<file path="config.mk">
export PLATFORM = sky130hd
export DESIGN_NAME = oddr_pattern_gen
export DESIGN_NICKNAME = d
export VERILOG_FILES = /design/src/rtl/oddr_pattern_gen.sv
export SDC_FILE = /design/constraint.sdc
export NUM_CORES = 1
export LEC_CHECK = 0
export ABC_AREA = 1
export CORE_MARGIN = 10
export CORE_UTILIZATION = 50
export DETAILED_ROUTE_END_ITERATION = 8
export GPL_ROUTABILITY_DRIVEN = 0
export GPL_TIMING_DRIVEN = 0
export HOLD_SLACK_MARGIN = 0.15
export MAX_ROUTING_LAYER = met4
export PLACE_DENSITY = 0.74
export SYNTH_ARGS = -nofsm -noshare
export SYNTH_HDL_FRONTEND = slang
export SYNTH_SLANG_ARGS = --single-unit
</file>
<file path="constraint.sdc">
create_clock -name clk -period 2 [get_ports clk]
set_input_delay 0.2 -clock clk [delete_from_list [all_inputs] [get_ports clk]]
set_output_delay 0.2 -clock clk [all_outputs]
set_load 0.05 [all_outputs]
</file>
<file path="src/rtl/oddr_pattern_gen.sv">
// oddr_pattern_gen: registered rise/fall bit-pair source (clock, PRBS7, word, PRBS7 burst) feeding an ODDR wrapper.
module oddr_pattern_gen #(
    parameter int         WORD_W    = 16,
    parameter logic [6:0] PRBS_SEED = 7'h7F
) (
    input  logic              clk,
    input  logic              rst,
    input  logic              enable,
    input  logic [1:0]        mode,
    input  logic [WORD_W-1:0] pattern,
    input  logic [7:0]        burst_len,
    input  logic [7:0]        gap_len,
    output logic              d_rise,
    output logic              d_fall,
    output logic              oe,
    output logic              busy,
    output logic              frame_done
);
    localparam logic [1:0] IDLE = 2'd0;
    localparam logic [1:0] RUN  = 2'd1;
    localparam logic [1:0] GAP  = 2'd2;
    localparam int CW = ($clog2(WORD_W) > 8) ? $clog2(WORD_W) : 8;

    logic [1:0]        state, mode_q;
    logic [WORD_W-1:0] pat_q, sh;
    logic [7:0]        blen_q, glen_q, blen_eff;
    logic [6:0]        lfsr, l1, l2, lfsr_next;
    logic [CW-1:0]     cnt;
    logic              b1, b2, last_word, last_burst, last_gap;

    // Two LFSR steps per cycle: first bit goes out on the rising edge, second on the falling edge
    always_comb begin
        b1         = lfsr[6] ^ lfsr[5];
        l1         = {lfsr[5:0], b1};
        b2         = l1[6] ^ l1[5];
        l2         = {l1[5:0], b2};
        lfsr_next  = (lfsr == 7'd0) ? PRBS_SEED : l2;
        blen_eff   = (blen_q == 8'd0) ? 8'd1 : blen_q;
        last_word  = cnt == CW'(WORD_W / 2 - 1);
        last_burst = cnt == CW'(blen_eff - 8'd1);
        last_gap   = cnt == CW'(glen_q - 8'd1);
    end

    assign busy = state != IDLE;

    always_ff @(posedge clk) begin
        if (rst) begin
            state      <= IDLE;
            mode_q     <= 2'd0;
            pat_q      <= '0;
            sh         <= '0;
            blen_q     <= 8'd0;
            glen_q     <= 8'd0;
            lfsr       <= PRBS_SEED;
            cnt        <= '0;
            d_rise     <= 1'b0;
            d_fall     <= 1'b0;
            oe         <= 1'b0;
            frame_done <= 1'b0;
        end else begin
            d_rise     <= 1'b0;
            d_fall     <= 1'b0;
            oe         <= 1'b0;
            frame_done <= 1'b0;
            if (lfsr == 7'd0)
                lfsr <= PRBS_SEED;
            case (state)
                IDLE: if (enable) begin
                    state  <= RUN;
                    mode_q <= mode;
                    pat_q  <= pattern;
                    sh     <= pattern;
                    blen_q <= burst_len;
                    glen_q <= gap_len;
                    lfsr   <= PRBS_SEED;
                    cnt    <= '0;
                end
                RUN: if (!enable) begin
                    state <= IDLE;
                end else begin
                    oe <= 1'b1;
                    if (mode_q == 2'd0) begin
                        d_rise <= 1'b1;
                    end else if (mode_q == 2'd2) begin
                        d_rise     <= sh[WORD_W-1];
                        d_fall     <= sh[WORD_W-2];
                        sh         <= last_word ? pat_q : sh << 2;
                        cnt        <= last_word ? '0 : cnt + 1'b1;
                        frame_done <= last_word;
                    end else begin
                        d_rise <= b1;
                        d_fall <= b2;
                        lfsr   <= lfsr_next;
                        if (mode_q == 2'd3) begin
                            cnt        <= last_burst ? '0 : cnt + 1'b1;
                            frame_done <= last_burst;
                            if (last_burst && glen_q != 8'd0)
                                state <= GAP;
                        end
                    end
                end
                GAP: if (!enable) begin
                    state <= IDLE;
                end else begin
                    cnt   <= last_gap ? '0 : cnt + 1'b1;
                    state <= last_gap ? RUN : GAP;
                end
                default: state <= IDLE;
            endcase
        end
    end
endmodule

</file>
==> summary.txt <==
CTS Sinks: 71
HPWL Detailed: 8210 µm
Grt ovf: 0
Largest net degree at the start of global routing: 14
Critical Path Stages: 15
Failing checks: setup timing
Antenna violations before repair: 0
Reg-to-reg critical path startpoint: blen_q[6]
Synth Flop Type: dfxtp_1
Crit Path Class: reg2reg
Crit path from: blen_q[6]
Fill cell count: 685
Starting Density: 0.512
Via count: 4063
Remaining routing DRC violations: 0
Worst-path clk slew: 80 ps
Max-slew violation count: 0
Post-route design area: 0.00490 mm²
Worst Path Buf+Inv: 0
Clk_lat worst skew: 340 ps
Synth Register Bits: 71
Final WS setup: -232 ps
Slowest stage delay, CP: 360 ps
First-pass GRT wire length: 18500 µm
R2R cell count: 15
Die Height: 109 µm
Antenna viol nets, final: 0
Full die area: 0.0119 mm²
Number of synthesized flops with an enable pin: 0
Die W: 109 µm
Max Cap Viol: 0
Area Growth Syn to Fin: 23.9%
Met2 Usage GRT: 0.334
Worst reg2reg setup slack: -230 ps
Crit path DAT: 2470 ps
Nets: 679
Final Hold Fails: 0
Vias in the first global route: 3960
Final setup TNS: -2120 ps
Slowest-stage cell, CP: dfxtp_4
Num CTS Buffers: 9
Peak supply drop: 576 µV
Max clock buf depth: 2
Row Count: 32
GRT Resource Usage Total: 0.198
TritonCTS clock tree: done
Most frequent cells in the layout: nand2_1 (88), dfxtp_1 (66), a21oi_1 (63)
Pwr/cell area: 1310 mW/mm²
Hold-fix buffers, CTS: 0
Hold WS: 256 ps
Crit. End Element: register
Most common cell after layout, fill and taps aside: nand2_1
H-tree Lvls: 3
Post-synthesis cell type count: 39
Run status: finished with violations
Post-route insts no fill: 741
Final wirelength: 11300 µm
Post-synth ARST share: 0
CP Capture Point: state[0]
Gr busiest metal: met2
Met1 GRT Util: 0.235
Synth warn: 0
Crit-path most repeated cell: nor2_2
Lkg Pwr: 0.00206 µW
Max-slew headroom: 0.456
Drt initial violations: 180
# diodes: 0
Clk_skew: 6.89 ps
Worst Hold Class: in2reg
Routed WL per cell: 15.2 µm
Tmin final: 2230 ps
First-pass DRT Iterations: 4
# IOs: 42
Syn Area/Cell: 6.93 µm²
RSZ-0062 raised after global routing: true
Hold Path Depth: 4
CP top delay family: simple AND/OR/NAND/NOR gates
Gate Count Post-Synth: 571
Crit start category: register
F_max: 448 MHz
Core area: 0.00773 mm²
Data required time of the worst path: 2240 ps
Synthesized net count: 616
Worst-Margin Slew: 815 ps
Seq/Total Area, Yosys: 0.359
Layout cells sized above 1: 0.192
Post-DP Area: 0.00448 mm²
CP cell instances: nor2_2, nand2_1, nor2_2, nor2_4, ha_4, xor2_1, nand2_1, nor2_2, nand3_1, nor2_2, nand4_1, nand2_2, nand3_1, nand2_1, nor2_1
Final Setup Violations: 11
Worst r2r dst: state[0]
Mapped Area: 0.00396 mm²
I/O Buffers: 39
Placed insts: 712
CTS root buf: clkbuf_8
Vias per cell: 5.48
Final period util: 1.12
Final Core Density: 0.635
Largest fanout on the critical path: 4
Met3 usage: 0.0342
[sequential cells by signal, indices dropped and copies added, names as in the netlist]
| register | cells |
|---|---|
| sh | 16 |
| blen_q | 8 |
| lfsr | 7 |
| frame_done | 1 |
| d_rise | 1 |
| glen_q | 8 |
| pat_q | 16 |
| state | 2 |
| d_fall | 1 |
| cnt | 8 |
| mode_q | 2 |
| oe | 1 |
[cell families (layout without fill, tap and decap cells)]
logic type,count (synthesis),in the layout,share of synthesized area
AOI/OAI and AO/OA,154,154,0.222
adders and majority gates,8,8,0.0253
DFF,71,71,0.359
xor gates and xnor gates,17,17,0.0395
and+or+nand+nor,219,219,0.252
buffers and inverters,102,170,0.102
[layout make-up]
cell class | count | area, µm² | share of cell area
multi-input cells | 398 | 2230 | 0.455
well taps | 102 | 128 | 0.0260
repair buffers | 52 | 489 | 0.0998
clock buffers | 10 | 138 | 0.0281
plain buffers | 26 | 129 | 0.0263
clock inverters | 6 | 70.1 | 0.0143
flip-flops and latches | 71 | 1440 | 0.293
inverters | 76 | 285 | 0.0582
[routing by layer]
layer,wire length (µm),vias up
met5,0,-
li1,-,2004
met3,427,14
met1,5000,1944
met2,5710,101
met4,152,0
[cells in the mapped netlist (6+ instances only)]
| library cell | count | area share |
|---|---|---|
| a21oi_1 | 69 | 0.087 |
| inv_2 | 13 | 0.012 |
| nand2_1 | 88 | 0.083 |
| nand3_1 | 32 | 0.040 |
| dfxtp_1 | 71 | 0.36 |
| o21ai_0 | 57 | 0.072 |
| nor2_1 | 62 | 0.059 |
| nand4_1 | 7 | 0.011 |
| inv_1 | 62 | 0.059 |
| ha_1 | 8 | 0.025 |
| xor2_1 | 11 | 0.024 |
| buf_2 | 7 | 0.0089 |
| nand2_2 | 9 | 0.014 |
| nor2_2 | 6 | 0.0095 |
| clkbuf_1 | 15 | 0.014 |
| o21ai_1 | 7 | 0.0089 |
[worst reg2reg max path, delay by kind of cell (launching register included)]
| family | cells | cell delay, ps |
|---|---|---|
| fa+ha+maj | 1 | 260 |
| xor+xnor | 1 | 150 |
| simple gates | 13 | 1370 |
| flops | 1 | 360 |
[how the worst min path moves through the flow]
stage	start	to	slack, ps
floorplan	pattern[0]	pat_q[0]	340
finish	enable	lfsr[0]	260
CTS	enable	lfsr[0]	250
global route	enable	lfsr[0]	270
detailed placement	pat_q[15]	pat_q[15]	450
global placement	pat_q[7]	pat_q[7]	440
[repair_timing]
item	in CTS	in global routing
buffers inserted	9	4
pin swaps	13	12
hold endpoints to repair	0	0
setup endpoints to repair	14	43
gates cloned	0	0
resized for setup	18	25
[metrics by stage]
| step | worst slack [ps] | total power (µW) |
|---|---|---|
| after floorplan | 49.3 | 4140 |
| after global placement | -210 | 4790 |
| after detailed placement | -279 | 4880 |
| after CTS | -221 | 6260 |
| after global routing | -352 | 6890 |
| final | -232 | 6440 |
[power by group]
| part | leakage, µW | switching, µW | internal, µW |
|---|---|---|---|
| Clock | 0.0000947 | 593 | 614 |
| Combinational | 0.00138 | 2080 | 1170 |
| Sequential | 0.000586 | 222 | 1760 |
(Power assumes the default switching activity.)
